<file path="src/rtl/mem_wb.sv">
// MEM->WB pipeline register with load-data alignment and a retired-instruction counter.
// Optional sub-word loads (byte/half) are enabled by defining MEM_WB_SUBWORD_LOAD_EN.
module mem_wb (
  input  logic        clk,
  input  logic        rst,
  input  logic        flush,
  input  logic [1:0]  stall,
  input  logic [4:0]  mem_wd,
  input  logic        mem_wreg,
  input  logic [31:0] mem_wdata,
  input  logic        mem_load,
  input  logic [1:0]  mem_ldsz,
  input  logic        mem_ldsign,
  input  logic [1:0]  mem_addr,
  input  logic [31:0] mem_rdata,
  output logic [4:0]  wb_wd,
  output logic        wb_wreg,
  output logic [31:0] wb_wdata,
  output logic        wb_misalign,
  output logic [31:0] retired
);

  logic [4:0]  wb_wd_q, wb_wd_d;
  logic        wb_wreg_q, wb_wreg_d;
  logic [31:0] wb_wdata_q, wb_wdata_d;
  logic        wb_misalign_q, wb_misalign_d;
  logic [31:0] retired_q, retired_d;

  logic [31:0] ld_data_s;
  logic        ld_misalign_s;

`ifdef MEM_WB_SUBWORD_LOAD_EN
  logic [7:0]  byte_s;
  logic [15:0] half_s;

  // Big-endian lane selection and extension of the loaded word.
  always_comb begin
    ld_data_s     = 32'd0;
    ld_misalign_s = 1'b0;
    byte_s        = 8'd0;
    half_s        = 16'd0;
    case (mem_ldsz)
      2'b00: begin
        ld_data_s     = mem_rdata;
        ld_misalign_s = (mem_addr != 2'b00);
      end
      2'b01: begin
        half_s        = mem_addr[1] ? mem_rdata[15:0] : mem_rdata[31:16];
        ld_data_s     = {{16{mem_ldsign & half_s[15]}}, half_s};
        ld_misalign_s = mem_addr[0];
      end
      2'b10: begin
        case (mem_addr)
          2'b00:   byte_s = mem_rdata[31:24];
          2'b01:   byte_s = mem_rdata[23:16];
          2'b10:   byte_s = mem_rdata[15:8];
          default: byte_s = mem_rdata[7:0];
        endcase
        ld_data_s = {{24{mem_ldsign & byte_s[7]}}, byte_s};
      end
      default: ld_misalign_s = 1'b1;
    endcase
  end
`else
  logic unused_ldsign_s;
  assign unused_ldsign_s = mem_ldsign;

  // Only aligned word loads are supported; every sub-word size faults.
  always_comb begin
    ld_data_s     = 32'd0;
    ld_misalign_s = 1'b0;
    case (mem_ldsz)
      2'b00: begin
        ld_data_s     = mem_rdata;
        ld_misalign_s = (mem_addr != 2'b00);
      end
      default: ld_misalign_s = 1'b1;
    endcase
  end
`endif

  // Next-state selection: flush, hold, bubble or capture, in that priority.
  always_comb begin
    wb_wd_d       = wb_wd_q;
    wb_wreg_d     = wb_wreg_q;
    wb_wdata_d    = wb_wdata_q;
    wb_misalign_d = 1'b0;
    retired_d     = retired_q;
    if (flush || (stall == 2'b01)) begin
      wb_wd_d    = 5'd0;
      wb_wreg_d  = 1'b0;
      wb_wdata_d = 32'd0;
    end else if (stall == 2'b11) begin
      wb_misalign_d = 1'b0;
    end else if (mem_load && ld_misalign_s) begin
      wb_wd_d       = 5'd0;
      wb_wreg_d     = 1'b0;
      wb_wdata_d    = 32'd0;
      wb_misalign_d = 1'b1;
    end else begin
      wb_wd_d    = mem_wd;
      wb_wreg_d  = mem_wreg;
      wb_wdata_d = mem_load ? ld_data_s : mem_wdata;
      if (mem_wreg && (mem_wd != 5'd0)) begin
        retired_d = retired_q + 32'd1;
      end else begin
        retired_d = retired_q;
      end
    end
  end

  // Pipeline state registers.
  always_ff @(posedge clk or posedge rst) begin
    if (rst) begin
      wb_wd_q       <= 5'd0;
      wb_wreg_q     <= 1'b0;
      wb_wdata_q    <= 32'd0;
      wb_misalign_q <= 1'b0;
      retired_q     <= 32'd0;
    end else begin
      wb_wd_q       <= wb_wd_d;
      wb_wreg_q     <= wb_wreg_d;
      wb_wdata_q    <= wb_wdata_d;
      wb_misalign_q <= wb_misalign_d;
      retired_q     <= retired_d;
    end
  end

  assign wb_wd       = wb_wd_q;
  assign wb_wreg     = wb_wreg_q;
  assign wb_wdata    = wb_wdata_q;
  assign wb_misalign = wb_misalign_q;
  assign retired     = retired_q;

endmodule

</file>
<file path="config.mk">
export PLATFORM = sky130hd
export DESIGN_NAME = mem_wb
export DESIGN_NICKNAME = d
export VERILOG_FILES = /design/src/rtl/mem_wb.sv
export SDC_FILE = /design/constraint.sdc
export NUM_CORES = 1
export LEC_CHECK = 0
export ABC_AREA = 0
export CORE_ASPECT_RATIO = 1.75
export CORE_MARGIN = 1.5
export CORE_UTILIZATION = 42
export CTS_CLUSTER_DIAMETER = 100
export CTS_CLUSTER_SIZE = 14
export DETAILED_ROUTE_END_ITERATION = 6
export GPL_ROUTABILITY_DRIVEN = 0
export GPL_TIMING_DRIVEN = 0
export PLACE_DENSITY_LB_ADDON = 0.05
export SYNTH_ARGS = -nofsm -noshare
export SYNTH_HDL_FRONTEND = slang
export SYNTH_SLANG_ARGS = --single-unit
</file>
<file path="constraint.sdc">
create_clock -name clk -period 2.5 [get_ports clk]
set_input_delay 0.5 -clock clk [delete_from_list [all_inputs] [get_ports clk]]
set_output_delay 0.5 -clock clk [all_outputs]
set_load 0.05 [all_outputs]
</file>
==> summary.txt <==
CTS
  – CTS tree: built
  – Clk Tree Root Cell: clkbuf_16
  – Clock sinks: 71
  – Post-cts resize count: 0
  – Latest clock arrival within the worst-skew pair: ~330 ps
  – Clk buf depth: 2
  – CTS Buf Count: 9
  – Reg clk slew, reported paths: approximately 50 ps
  – Setup Buffers After CTS: 0
  – Htree depth: 3
  – Hold buffers post-CTS: 0

Synthesis
  – Most common library cells after synthesis: 71 x dfrtp_1, 42 x nand2_1, 32 x a21oi_1, 32 x nor2b_1, 32 x o21ai_0
  – Yosys top cell area share: about 52%
  – Synthesized flop and latch total: between 70 and 80
  – Cell accounting for the most synthesized area: dfrtp_1
  – Top-count cell post-synth: dfrtp_1
  – Post-synth EDFFs: 0
  – Mapped Cells: ~340
  – Avg Cell Area, Syn: about 9.9 um^2
  – Register area share after synthesis: 52.36%
  – Mapped Area: 3393 um^2
  – Area contributors post-synth: dfrtp_1 52%, xnor2_1 7.2%, nor2b_1 5.9%
  – Synth warn: 0
  – Synth unique cells: 31
  – Syn_nets: 424
  – Top_reg_cell synth: dfrtp_1
  – Ys async rst share: between 90% and 100%

STA
  – Final setup fails: 0
  – Slew HR: between 40% and 50%
  – RSZ-0062 raised after global routing: no
  – Slew Limit Fails: 0
  – Clock skew: ~2.5 ps
  – Fin Setup TNS: 0 ps
  – Setup ws final: about 370 ps
  – Tcrit/Tclk final: 85.28%
  – Final Hold Fails: 0
  – Min Tclk post-route: approximately 2100 ps
  – Max Freq: 469.1 MHz
  – Worst-Margin Slew: around 860 ps

Routing
  – DRC Markers: 0
  – DR iter-0 viols: roughly 190
  – Vias/cell: 5.176
  – Drt first pass iters: 4
  – ANT nets after route: 0
  – Routed WL per cell: 15.23 um
  – Vias: approximately 3000
  – WL final: approximately 9.1 mm

Setup path
  – Req. time, crit path: around 2000 ps
  – RR Startpoint: retired[0]
  – Buffers and inverters on the worst path: 1
  – Cell family with most CP delay: buffers and inverters
  – Crit path launch type: flip-flop
  – Cells along the critical path: clkdlybuf4s50_1
  – CP peak stage delay: roughly 840 ps
  – WP data arrival: 1630 ps
  – Crit path capture type: output port
  – CP max FO: 6
  – CP Class: flip-flop to output port
  – Crit-path slowest cell: clkdlybuf4s50_1
  – Crit path launch: retired[19]

Floorplanning
  – Core Area: 7855 um^2
  – Chip width: ~70 um
  – Starting Density: between 40% and 50%
  – Row count: 43
  – Top-Level Pins: around 150
  – Die Ht: about 120 um
  – Die ar.: between 8000 and 9000 um^2

Place
  – Area post-placement: 5010 um^2
  – Hpwl dp: ~7 mm
  – Port buffer count: 150
  – Placement Setup Slack: roughly 27 ps

Power
  – Leak: approximately 2.2 nW
  – Tot Pwr: 0.002952 W
  – VDD IR-drop max: about 0.42 mV
  – Pwr Density: ~560 nW/um^2

Global route
  – First-pass GRT wire length: between 10 and 15 mm
  – GR Overflow Total: 0
  – Largest net degree at the start of global routing: 72
  – Total GRT Usage: between 20% and 30%
  – Vias in the first global route: a little over 3000
  – Initial antenna violation count: 0

Job
  – Max-Cap Viols: 0

Status
  – Status: finished clean

Finish
  – Area grow syn2layout: 55.46%
  – Nets: 585
  – # fillers: between 600 and 700
  – Seq. cell area: ~1800 um^2
  – Design area: around 5300 um^2
  – Layout cells sized above 1: ~5%
  – Finished Core Util: roughly two thirds
  – Multi-input logic area: between 1500 and 2000 um^2
  – Ant diodes: 0

Min path
  – Min-delay src: wb_wdata[1]
  – Hold Path Class: flip-flop to flip-flop
kinds of logic after synthesis:
logic type      after synthesis  share of synthesized area, %
simple gates                146                         23.64
compound gates               74                         12.68
flops                        71                         52.36
xor+xnor                     31                         8.002
buf+inv                      19                         2.950
fa+ha+maj                     1                        0.3687
flip-flops by register name, indices dropped and copies added (netlist names):
signal,cells
retired,32
wb_wdata,32
wb_wd,5
wb_misalign,1
wb_wreg,1
final timing paths:
path,to,slack [ps],cells past startpoint
max in group asynchronous,wb_wdata[1],1230,2
max,retired[19],370,1
min,wb_wdata[1],470,2
min in group asynchronous,retired[7],710,2
max reg2reg,retired[30],580,5
min reg2reg,wb_wdata[1],470,2
layout by cell type, fill, tap and decap left out, drive strengths merged:
| cell type | Yosys | layout |
|---|---|---|
| a21oi | 32 | 32 |
| a22o | 6 | 6 |
| and2 | 5 | 5 |
| and3 | 6 | 6 |
| buf | 6 | 6 |
| clkbuf | 10 | 23 |
| clkdlybuf4s50 | 0 | 150 |
| clkinv | 0 | 1 |
| dfrtp | 71 | 71 |
| ha | 1 | 1 |
| inv | 3 | 3 |
| nand2 | 42 | 42 |
| nand3 | 13 | 13 |
| nand4 | 23 | 23 |
| nor2 | 11 | 11 |
| nor2b | 32 | 32 |
| nor3 | 7 | 7 |
| nor3b | 2 | 2 |
| nor4 | 3 | 3 |
| o211a | 1 | 1 |
| o211ai | 1 | 1 |
| o21a | 1 | 1 |
| o21ai | 32 | 32 |
| o41ai | 1 | 1 |
| or3b | 1 | 1 |
| or4 | 1 | 1 |
| xnor2 | 28 | 28 |
| xor2 | 3 | 3 |
stage by stage:
| step | std cells | hold WS [ps] |
|---|---|---|
| 2_1_floorplan | 342 | 570.8 |
| 3_5_place_dp | 582 | 468.9 |
| 4_1_cts | 596 | 479.8 |
| 5_1_grt | 596 | 508.1 |
| 3_3_place_gp | 582 | 461.5 |
| 6_report | 596 | 470.0 |
layer usage:
metal | part of all wire, % | vias to the layer above | GRT usage, %
met5 | 0 | - | 0
met4 | 1.7 | 0 | 8.844
met3 | 6.9 | 12 | 7.692
met2 | 56 | 103 | 40.89
met1 | 35 | 1461 | 21.79
li1 | - | 1509 | -
area by class of cell:
cell class | instances | area share [%]
sequential | 71 | 33.68
buffer | 16 | 1.684
inverter | 3 | 0.2609
clock buffer | 13 | 4.934
multi-input combinational | 252 | 28.75
timing repair buffer | 150 | 28.46
tap | 90 | 2.135
clock inverter | 1 | 0.09488
where the power goes:
part           switching, W  internal, W  total (W)
Clock              0.000444     0.000713    0.00116
Sequential        0.0000516      0.00120    0.00125
Combinational      0.000302     0.000247   0.000548
Total              0.000797      0.00216    0.00295
(Power assumes the default switching activity.)
